[src/rtl/counter_sequencer.sv]
// Shared up/down counter driven by host commands and a programmable tick divider.
// Host commands win arbitration; one displaced tick is held in pend, a second is lost (overrun).
module counter_sequencer #(
  parameter int unsigned WIDTH = 8,
  parameter int unsigned DIV_W = 24
) (
  input  logic             sys_clk,
  input  logic             reset,
  input  logic             cmd_valid,
  output logic             cmd_ready,
  input  logic [1:0]       cmd_op,
  input  logic [WIDTH-1:0] cmd_arg,
  input  logic             free_run,
  input  logic [DIV_W-1:0] div_reload,
  output logic [WIDTH-1:0] count,
  output logic             evt_zero,
  output logic             evt_max,
  output logic             evt_done,
  output logic             overrun,
  output logic [1:0]       state
);

  typedef enum logic [1:0] {
    StIdle = 2'b00,
    StFree = 2'b01,
    StRun  = 2'b10
  } state_e;

  typedef enum logic [1:0] {
    OpClear    = 2'b00,
    OpStepUp   = 2'b01,
    OpStepDown = 2'b10,
    OpRun      = 2'b11
  } op_e;

  logic [DIV_W-1:0] div_q;
  logic             tick_q;
  state_e           state_q, state_d;
  logic [WIDTH-1:0] runleft_q, runleft_d;
  logic             pend_q, pend_d;
  logic [WIDTH-1:0] count_q, count_d;
  logic             overrun_q, overrun_d;
  logic             evt_zero_q, evt_max_q, evt_done_q;
  logic             evt_done_d;

  logic   cmd_acc;
  logic   counting;
  logic   fresh;
  logic   pend_live;
  logic   apply_tick;
  logic   upd;
  state_e rest_state;

  assign cmd_ready = 1'b1;
  assign cmd_acc   = cmd_valid & cmd_ready;
  assign counting  = (state_q != StIdle);
  assign fresh     = tick_q & counting;
  // A pending tick is only meaningful while counting; IDLE drops it.
  assign pend_live = pend_q & counting;
  assign rest_state = free_run ? StFree : StIdle;

  always_comb begin
    count_d    = count_q;
    runleft_d  = runleft_q;
    pend_d     = 1'b0;
    overrun_d  = overrun_q;
    evt_done_d = 1'b0;
    upd        = 1'b0;
    apply_tick = 1'b0;
    state_d    = (state_q == StRun) ? StRun : rest_state;

    if (cmd_acc) begin
      unique case (cmd_op)
        OpClear: begin
          count_d   = '0;
          overrun_d = 1'b0;
          upd       = 1'b1;
        end
        OpStepUp: begin
          count_d = count_q + WIDTH'(1);
          upd     = 1'b1;
        end
        OpStepDown: begin
          count_d = count_q - WIDTH'(1);
          upd     = 1'b1;
        end
        OpRun: begin
          if (cmd_arg != '0) begin
            runleft_d = cmd_arg;
            state_d   = StRun;
          end else begin
            runleft_d = '0;
            state_d   = rest_state;
          end
        end
        default: ;
      endcase

      // A new RUN discards any pended tick; other commands displace ticks into pend.
      if (cmd_op != OpRun) begin
        pend_d = fresh | pend_live;
        if (fresh && pend_live && (cmd_op != OpClear)) begin
          overrun_d = 1'b1;
        end
      end
    end else if (pend_live) begin
      apply_tick = 1'b1;
      pend_d     = fresh;
    end else if (fresh) begin
      apply_tick = 1'b1;
    end

    if (apply_tick) begin
      count_d = count_q + WIDTH'(1);
      upd     = 1'b1;
      if (state_q == StRun) begin
        runleft_d = runleft_q - WIDTH'(1);
        if (runleft_q == WIDTH'(1)) begin
          evt_done_d = 1'b1;
          state_d    = rest_state;
        end
      end
    end
  end

  always_ff @(posedge sys_clk) begin
    if (reset) begin
      div_q      <= div_reload;
      tick_q     <= 1'b0;
      state_q    <= StIdle;
      runleft_q  <= '0;
      pend_q     <= 1'b0;
      count_q    <= '0;
      overrun_q  <= 1'b0;
      evt_zero_q <= 1'b0;
      evt_max_q  <= 1'b0;
      evt_done_q <= 1'b0;
    end else begin
      if (div_q == '0) begin
        div_q  <= div_reload;
        tick_q <= 1'b1;
      end else begin
        div_q  <= div_q - DIV_W'(1);
        tick_q <= 1'b0;
      end
      state_q    <= state_d;
      runleft_q  <= runleft_d;
      pend_q     <= pend_d;
      count_q    <= count_d;
      overrun_q  <= overrun_d;
      evt_zero_q <= upd && (count_d == '0) && (count_q != '0);
      evt_max_q  <= upd && (count_d == '1) && (count_q != '1);
      evt_done_q <= evt_done_d;
    end
  end

  assign count    = count_q;
  assign evt_zero = evt_zero_q;
  assign evt_max  = evt_max_q;
  assign evt_done = evt_done_q;
  assign overrun  = overrun_q;
  assign state    = state_q;

endmodule

[config.mk]
export PLATFORM = sky130hd
export DESIGN_NAME = counter_sequencer
export DESIGN_NICKNAME = d
export VERILOG_FILES = /design/src/rtl/counter_sequencer.sv
export SDC_FILE = /design/constraint.sdc
export NUM_CORES = 1
export LEC_CHECK = 0
export CAP_MARGIN = 20
export CORE_MARGIN = 1.5
export CORE_UTILIZATION = 45
export CTS_CLUSTER_DIAMETER = 30
export CTS_CLUSTER_SIZE = 25
export DETAILED_ROUTE_END_ITERATION = 8
export PLACE_DENSITY = 0.77
export RECOVER_POWER = 25
export SKIP_CTS_REPAIR_TIMING = 1
export SLEW_MARGIN = 20
export SYNTH_ARGS = -nofsm -noshare
export SYNTH_HDL_FRONTEND = slang
export SYNTH_SLANG_ARGS = --single-unit
[constraint.sdc]
create_clock -name sys_clk -period 3.7 [get_ports sys_clk]
set_input_delay 0.74 -clock sys_clk [delete_from_list [all_inputs] [get_ports sys_clk]]
set_output_delay 0.74 -clock sys_clk [all_outputs]
set_load 0.02 [all_outputs]
==> results.tsv <==
stage	metric	value	unit
sta	fmax	0.351	GHz
cells_and_area	layout_commonest_cell	nor2_1	
logic_synthesis	yosysSeqAreaShare	0.344	
place	numPortBuffers	51	
power_and_ir_drop	irDropWorstVdd	0.198	mV
sta	drv_slew	0	
power_and_ir_drop	p_leak	1.21	nW
detailed_routing	drtIter0Drc	342	
logic_synthesis	synth_seq_cells	48	
setup_path	path_cells	dlygate4sd3_1, o21bai_1, o21ai_0, o221ai_1, a311oi_1, nand4_1, nor4_1	
clock_network	path_clk_slew	90	ps
power_and_ir_drop	powerDensity	334	nW/um^2
cells_and_area	drive_above_1_share	0.0427	
setup_path	r2r_start	div_q[10]$_DFF_P_	
cells_and_area	num_antenna_cells	0	
run_status	outcome	finished clean	
min_path	min_path_cells	1	
power_and_ir_drop	netSwitchingPower	0.000330	W
grt	antenna_found_initial	0	
detailed_routing	first_pass_iters	5	
setup_path	worst_path_dominant_cell_family	compound AO/OA/AOI/OAI gates	
cells_and_area	fin_nets	443	
sta	rsz0062_at_grt	false	
grt	grt_max_degree	47	
sta	slew_headroom	0.371	
sta	fin_skew	4.39	ps
logic_synthesis	synthArstFlopShare	0	
logic_synthesis	yosys.area.top_type_share	0.344	
logic_synthesis	synth.avg_cell_area	7.84	sq um
logic_synthesis	synth_cells	356	
clock_network	cts_made_buffers	5	
power_and_ir_drop	p_int	0.000799	W
min_path	min-delay-start	runleft_q[7]$_SDFF_PP0_	
clock_network	cts_htree_levels	2	
place	post_dp_cell_area	3310	sq um
detailed_routing	viasPerCell	5.74	
clock_network	cts-root-buf	clkbuf_8	
floorplanning	die_area	6690	sq um
setup_path	critical_path_class	in -> reg	
run	max_cap_violations	0	
sta	finalSetupTns	0	ps
sta	tightest_slew	942	ps
clock_network	clock_latency	300	ps
logic_synthesis	synth_edf_count	0	
power_and_ir_drop	p_clk_frac	0.265	
floorplanning	start_util	0.469	
logic_synthesis	syn_nets	401	
clock_network	cts_buffer_depth	2	
detailed_routing	finalWirelength	6560	microns
clock_network	cts_num_sinks	48	
power_and_ir_drop	power	0.00113	W
setup_path	crit_path_max_incr_delay	720	ps
sta	layout_min_cycle_time	2850	ps
setup_path	slowest_stage	dlygate4sd3_1	
floorplanning	die_x	81.8	microns
logic_synthesis	synth_area	2790	sq um
setup_path	cp.arrival	3050	ps
cells_and_area	fin_cells	473	
detailed_routing	wire_per_inst	13.9	microns
detailed_routing	drc	0	
min_path	min_to	runleft_q[7]$_SDFF_PP0_	
logic_synthesis	synthTopCellsByArea	dfxtp_1, nor2_1, a21oi_1	
floorplanning	pin_count	53	
power_and_ir_drop	power_frac_seq	0.529	
setup_path	end_kind	flop	
cells_and_area	mostFrequentLayoutCells	nor2_1, dfxtp_1, clkdlybuf4s50_1	
floorplanning	rows	28	
grt	track_usage	0.209	
clock_network	cts_tree	done	
setup_path	r2r_cells	5	
sta	fin_crit_sh	0.769	
power_and_ir_drop	switching_share	0.292	
setup_path	cp_data_required_time	3900	ps
place	dp_slack	674	ps
setup_path	cp_max_fo	15	
logic_synthesis	synthFlopType	dfxtp_1	
setup_path	rrSetupSlack	940	ps
detailed_routing	vias	2715	
place	hpwl	4820	microns
grt	grt-ovfl-total	0	
grt	first_global_vias	2466	
floorplanning	coreArea	5960	sq um
place	routabilityCongestion	0.887	
logic_synthesis	synth_top_area_cell	dfxtp_1	
logic_synthesis	yosysWarnings	0	
setup_path	timing.rr.end	div_q[0]$_DFF_P_	
cells_and_area	fill_cells	567	
min_path	hp-class	reg -> reg	
cells_and_area	area_growth	21.1	%
sta	hold_violations	0	
logic_synthesis	synth.distinct_cells	55	
power_and_ir_drop	combPwrFrac	0.206	
place	placedCellCount	466	
floorplanning	die_h	81.8	microns
sta	worst_slack	853	ps
setup_path	crit_buf_inv	1	
sta	setup_viol	0	
detailed_routing	ant_nets	0	
cells_and_area	fin_area	3380	sq um
setup_path	start_kind	input pin	
grt	grt_pass1_wl	11100	microns
==> worst max-delay path by stage <==
stage                                      to  cells after the start  slack [ps]              start
after detailed placement   evt_max$_SDFF_PP0_                      7         670          cmd_valid
after global placement    evt_zero$_SDFF_PP0_                      7         700          cmd_op[1]
after CTS                    div_q[0]$_DFF_P_                      5         950  div_q[10]$_DFF_P_
after global routing      evt_zero$_SDFF_PP0_                      7         710          cmd_op[1]
final                      evt_max$_SDFF_PP0_                      7         850          cmd_valid
after floorplan              div_q[0]$_DFF_P_                      7        1120  div_q[10]$_DFF_P_
==> synth_stat cells, types with 4 or more instances <==
cell type and count:
ha_1 7, xnor2_1 15, nand3_1 12, o21ai_0 13, a211oi_1 6, a31oi_1 4, nand4b_1 4, o211ai_1 4
inv_1 12, nand2b_1 6, a21oi_1 37, and3_1 5, nor2_1 56, buf_6 5, nand2_1 19, nor2b_1 4
nor3_1 14, nand4_1 4, a32oi_1 4, nor4_1 11, xor2_1 8, clkbuf_1 11, dfxtp_1 48
==> worst reg2reg max path: stages, from the launching register on <==
cell,delay (ps)
dfxtp_1,350
or4_4,560
or4_1,540
or4_1,570
nor2b_4,280
mux2_4,350
==> flip-flops by register name, indices dropped and copies added, names as in the netlist <==
name	flops
evt_done	1
evt_max	1
pend_q	1
count	8
tick_q	1
div_q	24
state	2
runleft_q	8
overrun	1
evt_zero	1
==> power by group through the flow <==
stage	logic, W	clock network (W)	registers, W
3_5_place_dp	0.000230	0	0.000609
3_3_place_gp	0.000230	0	0.000608
4_1_cts	0.000232	0.000309	0.000598
5_1_grt	0.000258	0.000331	0.000605
6_report	0.000233	0.000299	0.000598
2_1_floorplan	0.000152	0	0.000601
==> through the flow <==
step	hold WS, ps	utilization
after global placement	443	0.555
after floorplan	425	-
after CTS	469	0.569
after detailed placement	452	0.555
final	469	0.568
after global routing	484	0.568
==> area by class of cell <==
| class | instances | area, sq um | share of cell area |
|---|---|---|---|
| tap | 75 | 93.8 | 0.0277 |
| timing repair buffer | 54 | 533 | 0.158 |
| inverter | 12 | 45.0 | 0.0133 |
| multi-input combinational | 277 | 1670 | 0.493 |
| sequential | 48 | 961 | 0.284 |
| clock inverter | 2 | 12.5 | 0.00370 |
| clock buffer | 5 | 68.8 | 0.0203 |
==> per-layer routing <==
layer / vias up / GRT usage / part of all wire / wire [microns]
li1: 1366 / - / - / -
met5: - / 0 / 0 / 0
met2: 137 / 0.345 / 0.47 / 3080
met1: 1195 / 0.271 / 0.44 / 2910
met3: 17 / 0.0456 / 0.071 / 463
met4: 0 / 0.0627 / 0.016 / 108
==> cells by family after synthesis <==
family	count (synthesis)	synth area share
simple gates	151	0.273
compound gates	92	0.208
flops	48	0.344
buf+inv	31	0.0569
xor+xnor	23	0.0721
fa+ha+maj	8	0.0349
mux	2	0.00896
other cells	1	0.00134
Power figures use the tool's default switching activity.
